**src/rtl/pcie_pkg.sv**
```systemverilog
// Shared definitions for the CQ request adapter: descriptor field offsets,
// request-type codes, legacy fmt/type bytes, legacy tuser bit positions,
// FSM state encoding and small remap helpers.
package pcie_pkg;

    localparam int CQ_DATA_W = 128;
    localparam int A_KEEP_W  = 16;
    localparam int A_USER_W  = 22;
    localparam int SKID_W    = CQ_DATA_W + A_KEEP_W + A_USER_W + 1;

    // CQ descriptor field offsets (dword-aligned mode, descriptor fills beat 0)
    localparam int DESC_DWCNT_LO = 64;
    localparam int DESC_DWCNT_HI = 74;
    localparam int DESC_RT_LO    = 75;
    localparam int DESC_RT_HI    = 78;
    localparam int DESC_REQID_LO = 80;
    localparam int DESC_REQID_HI = 95;
    localparam int DESC_TAG_LO   = 96;
    localparam int DESC_TAG_HI   = 103;
    localparam int DESC_BAR_LO   = 112;
    localparam int DESC_BAR_HI   = 114;
    localparam int DESC_TC_LO    = 121;
    localparam int DESC_TC_HI    = 123;
    localparam int DESC_ATTR_LO  = 124;
    localparam int DESC_ATTR_HI  = 126;

    // CQ tuser bit positions
    localparam int CQU_FBE_LO = 0;
    localparam int CQU_FBE_HI = 3;
    localparam int CQU_LBE_LO = 8;
    localparam int CQU_LBE_HI = 11;
    localparam int CQU_SOP    = 40;
    localparam int CQU_DISC   = 41;

    // Legacy tuser bit positions
    localparam int TUA_BAR_LO = 0;
    localparam int TUA_BAR_HI = 6;
    localparam int TUA_DISC   = 7;
    localparam int TUA_UNSUP  = 8;

    // CQ request-type codes
    localparam logic [3:0] RT_MRD   = 4'b0000;
    localparam logic [3:0] RT_MWR   = 4'b0001;
    localparam logic [3:0] RT_IORD  = 4'b0010;
    localparam logic [3:0] RT_IOWR  = 4'b0011;
    localparam logic [3:0] RT_MRDLK = 4'b0111;

    // Legacy fmt/type bytes
    localparam logic [7:0] FT_MRD_3DW   = 8'h00;
    localparam logic [7:0] FT_MRD_4DW   = 8'h20;
    localparam logic [7:0] FT_MWR_3DW   = 8'h40;
    localparam logic [7:0] FT_MWR_4DW   = 8'h60;
    localparam logic [7:0] FT_IORD      = 8'h02;
    localparam logic [7:0] FT_IOWR      = 8'h42;
    localparam logic [7:0] FT_MRDLK_3DW = 8'h01;
    localparam logic [7:0] FT_MRDLK_4DW = 8'h21;

    typedef enum logic [1:0] {
        ST_HDR  = 2'd0,
        ST_FWD  = 2'd1,
        ST_DROP = 2'd2
    } cq_state_e;

    // BAR id to one-hot hit vector; id 7 is not a BAR and maps to no hit
    function automatic logic [6:0] bar_onehot(input logic [2:0] barid);
        logic [6:0] r;
        if (barid == 3'd7) begin
            r = 7'd0;
        end else begin
            r = 7'd1 << barid;
        end
        return r;
    endfunction

    // Per-dword keep to per-byte enables
    function automatic logic [15:0] keep_expand(input logic [3:0] k);
        logic [15:0] r;
        r = 16'd0;
        for (int i = 0; i < 4; i++) begin
            r[4*i +: 4] = {4{k[i]}};
        end
        return r;
    endfunction

endpackage

```
**src/rtl/axis_skid_x4.sv**
```systemverilog
// Two-entry skid buffer: registered output stage plus one overflow slot.
// Upstream ready is registered and drops only when the overflow slot is full,
// so full throughput is kept while downstream is ready.
module axis_skid_x4
    import pcie_pkg::*;
#(
    parameter int DAT_B = SKID_W
) (
    input  logic             clk_i,
    input  logic             rst_n_i,
    input  logic             in_valid_i,
    input  logic [DAT_B-1:0] in_data_i,
    output logic             in_ready_o,
    output logic             out_valid_o,
    output logic [DAT_B-1:0] out_data_o,
    input  logic             out_ready_i
);

    logic             out_valid_q, out_valid_d;
    logic [DAT_B-1:0] out_data_q, out_data_d;
    logic             skid_valid_q, skid_valid_d;
    logic [DAT_B-1:0] skid_data_q, skid_data_d;
    logic             ready_q;
    logic             in_fire_s;

    // Next-state of output stage and overflow slot
    always_comb begin
        out_valid_d  = out_valid_q;
        out_data_d   = out_data_q;
        skid_valid_d = skid_valid_q;
        skid_data_d  = skid_data_q;
        in_fire_s    = in_valid_i & ready_q;
        if (out_ready_i || !out_valid_q) begin
            if (skid_valid_q) begin
                out_valid_d  = 1'b1;
                out_data_d   = skid_data_q;
                skid_valid_d = 1'b0;
            end else if (in_fire_s) begin
                out_valid_d = 1'b1;
                out_data_d  = in_data_i;
            end else begin
                out_valid_d = 1'b0;
            end
        end else begin
            if (in_fire_s) begin
                skid_valid_d = 1'b1;
                skid_data_d  = in_data_i;
            end else begin
                skid_valid_d = skid_valid_q;
            end
        end
    end

    // Buffer state registers; ready mirrors the overflow slot being empty
    always_ff @(posedge clk_i or negedge rst_n_i) begin
        if (!rst_n_i) begin
            out_valid_q  <= 1'b0;
            out_data_q   <= '0;
            skid_valid_q <= 1'b0;
            skid_data_q  <= '0;
            ready_q      <= 1'b0;
        end else begin
            out_valid_q  <= out_valid_d;
            out_data_q   <= out_data_d;
            skid_valid_q <= skid_valid_d;
            skid_data_q  <= skid_data_d;
            ready_q      <= ~skid_valid_d;
        end
    end

    assign in_ready_o  = ready_q;
    assign out_valid_o = out_valid_q;
    assign out_data_o  = out_data_q;

endmodule

```
**src/rtl/m_axis_cq_adapt_x4.sv**
```systemverilog
// CQ-to-legacy request adapter: decodes the CQ descriptor beat into a 3DW/4DW
// legacy TLP header, passes payload through with byte-enable expansion, and
// drops unsupported, malformed or discontinued remainder beats.
module m_axis_cq_adapt_x4
    import pcie_pkg::*;
#(
    parameter int DATA_WIDTH = 128,
    parameter int KEEP_WIDTH = DATA_WIDTH / 8,
    parameter bit DROP_UNSUP = 1'b1
) (
    input  logic                  user_clk,
    input  logic                  user_reset_n,
    input  logic [DATA_WIDTH-1:0] m_axis_cq_tdata,
    input  logic [3:0]            m_axis_cq_tkeep,
    input  logic                  m_axis_cq_tlast,
    input  logic [84:0]           m_axis_cq_tuser,
    input  logic                  m_axis_cq_tvalid,
    output logic [21:0]           m_axis_cq_tready,
    output logic [DATA_WIDTH-1:0] m_axis_cq_tdata_a,
    output logic [KEEP_WIDTH-1:0] m_axis_cq_tkeep_a,
    output logic                  m_axis_cq_tlast_a,
    output logic [21:0]           m_axis_cq_tuser_a,
    output logic                  m_axis_cq_tvalid_a,
    input  logic                  m_axis_cq_tready_a
);

    localparam int SK_W = DATA_WIDTH + KEEP_WIDTH + A_USER_W + 1;

    cq_state_e             state_q, state_d;
    logic [6:0]            bar_q, bar_d;
    logic                  unsup_q, unsup_d;
    logic                  skid_ready_s, cq_fire_s, emit_s;
    logic                  supported_s, use4_s;
    logic [7:0]            fmt_type_s;
    logic [31:0]           hdr_dw0_s, hdr_dw1_s;
    logic [DATA_WIDTH-1:0] hdr_data_s, out_data_s;
    logic [KEEP_WIDTH-1:0] out_keep_s;
    logic                  out_last_s;
    logic [21:0]           out_user_s;
    logic [SK_W-1:0]       skid_out_s;
    logic                  unused_s;

    assign cq_fire_s = m_axis_cq_tvalid & skid_ready_s;
    assign unused_s  = ^{m_axis_cq_tuser[84:42], m_axis_cq_tuser[39:12], m_axis_cq_tuser[7:4]};

    // Descriptor decode: request type to fmt/type and header layout
    always_comb begin
        supported_s = 1'b1;
        use4_s      = 1'b0;
        fmt_type_s  = 8'h00;
        case (m_axis_cq_tdata[DESC_RT_HI:DESC_RT_LO])
            RT_MRD: begin
                use4_s     = |m_axis_cq_tdata[63:32];
                fmt_type_s = use4_s ? FT_MRD_4DW : FT_MRD_3DW;
            end
            RT_MWR: begin
                use4_s     = |m_axis_cq_tdata[63:32];
                fmt_type_s = use4_s ? FT_MWR_4DW : FT_MWR_3DW;
            end
            RT_IORD:  fmt_type_s = FT_IORD;
            RT_IOWR:  fmt_type_s = FT_IOWR;
            RT_MRDLK: begin
                use4_s     = |m_axis_cq_tdata[63:32];
                fmt_type_s = use4_s ? FT_MRDLK_4DW : FT_MRDLK_3DW;
            end
            default: begin
                supported_s = 1'b0;
                fmt_type_s  = 8'h00;
            end
        endcase
        hdr_dw0_s = {fmt_type_s, 1'b0, m_axis_cq_tdata[DESC_TC_HI:DESC_TC_LO], 4'b0000,
                     1'b0, 1'b0, m_axis_cq_tdata[DESC_ATTR_LO+1:DESC_ATTR_LO], 2'b00,
                     m_axis_cq_tdata[DESC_DWCNT_LO+9:DESC_DWCNT_LO]};
        hdr_dw1_s = {m_axis_cq_tdata[DESC_REQID_HI:DESC_REQID_LO],
                     m_axis_cq_tdata[DESC_TAG_HI:DESC_TAG_LO],
                     m_axis_cq_tuser[CQU_LBE_HI:CQU_LBE_LO],
                     m_axis_cq_tuser[CQU_FBE_HI:CQU_FBE_LO]};
        hdr_data_s = use4_s ?
            {m_axis_cq_tdata[31:2], 2'b00, m_axis_cq_tdata[63:32], hdr_dw1_s, hdr_dw0_s} :
            {32'h0000_0000, m_axis_cq_tdata[31:2], 2'b00, hdr_dw1_s, hdr_dw0_s};
    end

    // Packet FSM next-state and output-beat formation
    always_comb begin
        state_d    = state_q;
        bar_d      = bar_q;
        unsup_d    = unsup_q;
        emit_s     = 1'b0;
        out_data_s = m_axis_cq_tdata;
        out_keep_s = keep_expand(m_axis_cq_tkeep);
        out_last_s = m_axis_cq_tlast;
        out_user_s = 22'd0;
        if (cq_fire_s) begin
            case (state_q)
                ST_HDR: begin
                    if (!m_axis_cq_tuser[CQU_SOP]) begin
                        state_d = m_axis_cq_tlast ? ST_HDR : ST_DROP;
                    end else if (!supported_s && DROP_UNSUP) begin
                        state_d = m_axis_cq_tlast ? ST_HDR : ST_DROP;
                    end else begin
                        emit_s     = 1'b1;
                        bar_d      = bar_onehot(m_axis_cq_tdata[DESC_BAR_HI:DESC_BAR_LO]);
                        unsup_d    = ~supported_s;
                        out_data_s = hdr_data_s;
                        out_keep_s = use4_s ? 16'hFFFF : 16'h0FFF;
                        out_user_s[TUA_BAR_HI:TUA_BAR_LO] = bar_d;
                        out_user_s[TUA_UNSUP] = ~supported_s;
                        if (m_axis_cq_tuser[CQU_DISC]) begin
                            out_last_s           = 1'b1;
                            out_user_s[TUA_DISC] = 1'b1;
                            state_d = m_axis_cq_tlast ? ST_HDR : ST_DROP;
                        end else begin
                            state_d = m_axis_cq_tlast ? ST_HDR : ST_FWD;
                        end
                    end
                end
                ST_FWD: begin
                    emit_s = 1'b1;
                    out_user_s[TUA_BAR_HI:TUA_BAR_LO] = bar_q;
                    out_user_s[TUA_UNSUP] = unsup_q;
                    if (m_axis_cq_tuser[CQU_DISC]) begin
                        out_last_s           = 1'b1;
                        out_user_s[TUA_DISC] = 1'b1;
                        state_d = m_axis_cq_tlast ? ST_HDR : ST_DROP;
                    end else begin
                        state_d = m_axis_cq_tlast ? ST_HDR : ST_FWD;
                    end
                end
                ST_DROP: state_d = m_axis_cq_tlast ? ST_HDR : ST_DROP;
                default: state_d = ST_HDR;
            endcase
        end else begin
            state_d = state_q;
        end
    end

    // FSM state and per-packet BAR/unsupported attributes
    always_ff @(posedge user_clk or negedge user_reset_n) begin
        if (!user_reset_n) begin
            state_q <= ST_HDR;
            bar_q   <= 7'd0;
            unsup_q <= 1'b0;
        end else begin
            state_q <= state_d;
            bar_q   <= bar_d;
            unsup_q <= unsup_d;
        end
    end

    axis_skid_x4 #(
        .DAT_B(SK_W)
    ) u_skid (
        .clk_i       (user_clk),
        .rst_n_i     (user_reset_n),
        .in_valid_i  (emit_s),
        .in_data_i   ({out_last_s, out_user_s, out_keep_s, out_data_s}),
        .in_ready_o  (skid_ready_s),
        .out_valid_o (m_axis_cq_tvalid_a),
        .out_data_o  (skid_out_s),
        .out_ready_i (m_axis_cq_tready_a)
    );

    assign {m_axis_cq_tlast_a, m_axis_cq_tuser_a, m_axis_cq_tkeep_a, m_axis_cq_tdata_a} = skid_out_s;
    assign m_axis_cq_tready = {22{skid_ready_s}};

endmodule
```
**config.mk**
```make
export PLATFORM = sky130hd
export DESIGN_NAME = m_axis_cq_adapt_x4
export DESIGN_NICKNAME = d
export VERILOG_FILES = /design/src/rtl/pcie_pkg.sv /design/src/rtl/axis_skid_x4.sv /design/src/rtl/m_axis_cq_adapt_x4.sv
export SDC_FILE = /design/constraint.sdc
export NUM_CORES = 1
export LEC_CHECK = 0
export ABC_AREA = 1
export BUFFER_PORTS_ARGS = -buffer_cell sky130_fd_sc_hd__buf_2
export CORE_UTILIZATION = 45
export DETAILED_ROUTE_END_ITERATION = 12
export PLACE_DENSITY = 0.66
export SYNTH_ARGS = -nofsm -noshare
export SYNTH_HDL_FRONTEND = slang
export SYNTH_SLANG_ARGS = --single-unit
```
**constraint.sdc**
```tcl
create_clock -name user_clk -period 2.4 [get_ports user_clk]
set_clock_uncertainty 0.1 [all_clocks]
set_input_delay 0.36 -clock user_clk [delete_from_list [all_inputs] [get_ports user_clk]]
set_output_delay 0.36 -clock user_clk [all_outputs]
set_load 0.01 [all_outputs]
```
==> results.md <==
* Status: completed
* Slowest-stage cell, CP: nor2_4
* Wire length per cell at 17.6 µm
* Detailed Route Iter0 Violations at 1191
* Area delta synth->final at 21.8%
* Hold Path Depth at 4
* Compound-Gate Fraction of Synth Area at 0.108
* Fill cells at 3198
* Total power at 15.9 mW
* Final Critical Period at 2260 ps
* WHS at 61.2 ps
* Power Density at 848 nW/µm²
* Core Region at 33600 µm²
* Starting Density at 0.459
* Pleak at 10.4 nW
* Switching fraction of total power at 0.323
* Critical path's top delay family: simple AND/OR/NAND/NOR gates
* CP Capture Type: flop
* Post-synthesis mux area share at 0
* Die X at 187 µm
* Post-Synth Simple-Gate Area at 0.304
* Cts repair resizes at 0
* Vias in the first global route at 14.0k
* Post-synth top area share at 0.482
* I/O pin cnt at 412
* Kind of critical path: reg -> reg
* DRC viols at 0
* Worst EP required at 2750 ps
* CTS clk-pin slew, worst paths at 60 ps
* Reg power frac at 0.446
* Most frequent CP cell: nand2_1
* Clock Latency Late Sink at 520 ps
* Post-DRT Antenna Nets at 0
* Total track usage at 0.289
* Max-capacitance violation count at 0
* Internal power at 10.8 mW
* Remaining global-route overflow at 0
* Yosys top cell by area: dfrtp_1
* Async S/R FF share, synth at 1.00
* DP HPWL at 37.0 mm
* RSZ-0062 raised after global routing: false
* Final count of negative-setup-slack endpoints at 0
* Slew margin rel. at 0.599
* Largest net degree at the start of global routing at 74
* Die ar. at 35000 µm²
* Post-Synth Adder-Cell Area at 0
* Syn avg cell area at 7.28 µm²
* Die height at 187 µm
* Post-Syn Area at 15400 µm²
* Most numerous cell in the Yosys netlist: nand2_1
* Global-route wire length before repair at 78.7 mm
* Worst path cell trace: inv_2 > nand2_1 > nor2_2 > nand2_1 > buf_4 > nor2_8 > inv_2 > nor2_4 > inv_1 > nand3_1 > nand3_1 > nand2_1
* Stages on worst setup path at 12
* Gp weighted congestion at 0.915
* Seq/Total Area, Yosys at 0.482
* Fmax at 443 MHz
* Critical Path Start Type: flop
* Net switching power figure at 5.14 mW
* Clk buf depth at 3
* Area contributors post-synth: dfrtp_1 48%, nand2_1 20%, o21ai_0 6.3%, nand3_1 5.9%, inv_1 4.2%
* CTS tree: done
* Detailed-route vias per instance at 5.19
* NumNets Final at 2611
* R2r worst-path depth at 12
* CTS buffer count at 34
* Number of H-tree levels at 2
* Routed wire length at 50.6 mm
* Clock Power Share at 0.314
* Fraction of layout cells with a size suffix above 1 at 0.203
* Final Hold Viols at 0
* Setup TNS at 0 ps
* Crit path DAT at 2610 ps
* Crit-path max FO at 16
* Final Max Tran Viols at 0
* Initial antenna violation count at 17
* Synth cell count leaders: 816 x nand2_1, 297 x dfrtp_1, 194 x o21ai_0
* Synthesis Warnings at 0
* Buf+Inv Stages, Crit Path at 4
* Cell variety after synth at 26
* Root buffer cell: clkbuf_16
* Post-synth top flop: dfrtp_1
* Worst vdd ir at 550 µV
* Slowest Stage Delay on Critical Path at 460 ps
* Total number of vias at 14.9k
* Main combinational cell family by area after synthesis: simple AND/OR/NAND/NOR gates
* Placement Rows at 67
* Drt pass-1 iters at 5
* Crit share post-route at 0.940
* Comb power frac at 0.240
* Count of input and output buffers at 323
* Worst Hold Class: in -> reg
* Post-Synth XOR/XNOR Area at 0
* Yosys reg bits at 297
* Slew @ Worst Pin at 602 ps
* Cells after Synth at 2118
* Post-synth EDFFs at 0
* TritonCTS Sinks at 297
[timing repair]
| action | CTS | global route |
|---|---|---|
| endpoints found under the hold margin | 48 | 0 |
| setup buffers | 0 | 0 |
| hold buffers | 1 | 0 |
[final timing paths]
path,slack (ps),endpoint,from
max reg2reg,140,u_skid.out_data_o[143]$_DFFE_PN0P_,state_q[1]$_DFFE_PN0P_
min,60,u_skid.skid_data_q[131]$_DFFE_PN0P_,m_axis_cq_tkeep[0]
max in group asynchronous,1200,u_skid.skid_data_q[91]$_DFFE_PN0P_,user_reset_n
min reg2reg,370,u_skid.out_data_o[109]$_DFFE_PN0P_,u_skid.out_data_o[109]$_DFFE_PN0P_
min in group asynchronous,280,u_skid.out_data_o[7]$_DFFE_PN0P_,user_reset_n
max,140,u_skid.out_data_o[143]$_DFFE_PN0P_,state_q[1]$_DFFE_PN0P_
[final cells by class]
class / count / area, µm² / share of cell area
inverters: 178 / 673 / 0.0359
clock buffers: 47 / 961 / 0.0512
diodes: 7 / 17.5 / 0.000933
multi-input cells: 1476 / 6430 / 0.342
flip-flops and latches: 297 / 7430 / 0.396
well taps: 448 / 561 / 0.0299
repair buffers: 402 / 2610 / 0.139
clock inverters: 11 / 91.3 / 0.00486
[registers in the layout (all words and copies together), names as in the netlist]
register             count
unsup_q                  1
u_skid.skid_valid_q      1
u_skid.out_data_o      142
bar_q                    7
u_skid.in_ready_o        1
u_skid.out_valid_o       1
u_skid.skid_data_q     142
state_q                  2
[power groups by stage]
stage,sequential (mW),clock [mW],combinational [mW]
2_1_floorplan,7.40,0,1.71
3_3_place_gp,7.12,0,3.77
3_5_place_dp,7.15,0,3.84
4_1_cts,7.10,5.09,3.86
5_1_grt,7.24,5.29,4.27
6_report,7.10,5.00,3.82
[logic make-up (layout without fill, tap and decap cells)]
kind of cell	count (synthesis)	after routing
flops	297	297
buf+inv	357	638
other cells	1	20
simple gates	1148	1148
compound gates	315	315
[layout by cell type (no fill, tap or decap), types with 6 or more instances in the layout]
master and count:
inv_2 7, a21oi_1 23, clkbuf_1 8, buf_4 47, conb_1 13, or2_2 19
inv_1 170, diode_2 7, o21ai_1 60, clkinv_2 6, clkbuf_16 35, nand3_1 181
o21ai_0 193, dfrtp_1 296, nand2_1 815, o21a_1 30, buf_2 322, nor2_1 104
nand4_1 20, buf_12 31
[routing by layer]
layer,routed length [µm],part of all wire,track usage,vias to the layer above
li1,-,-,-,7156
met1,21500,0.43,0.393,6965
met2,22600,0.45,0.443,624
met3,4450,0.088,0.0704,121
met4,1920,0.038,0.117,16
met5,107,0.0021,0,-
[through the flow]
stage	cell area [µm²]	setup slack [ps]	instances	util
finish	18800	144	2866	0.559
global route	18800	8.60	2863	0.558
CTS	18800	127	2859	0.558
detailed placement	17700	101	2800	0.526
global placement	17700	134	2800	0.526
floorplan	15500	344	2130	-
[tightest hold or removal path, cell delays in order]
cell and delay, ps:
buf_2 70, or2_2 100, nand2_1 40, o21ai_0 60
(Power assumes the default switching activity.)
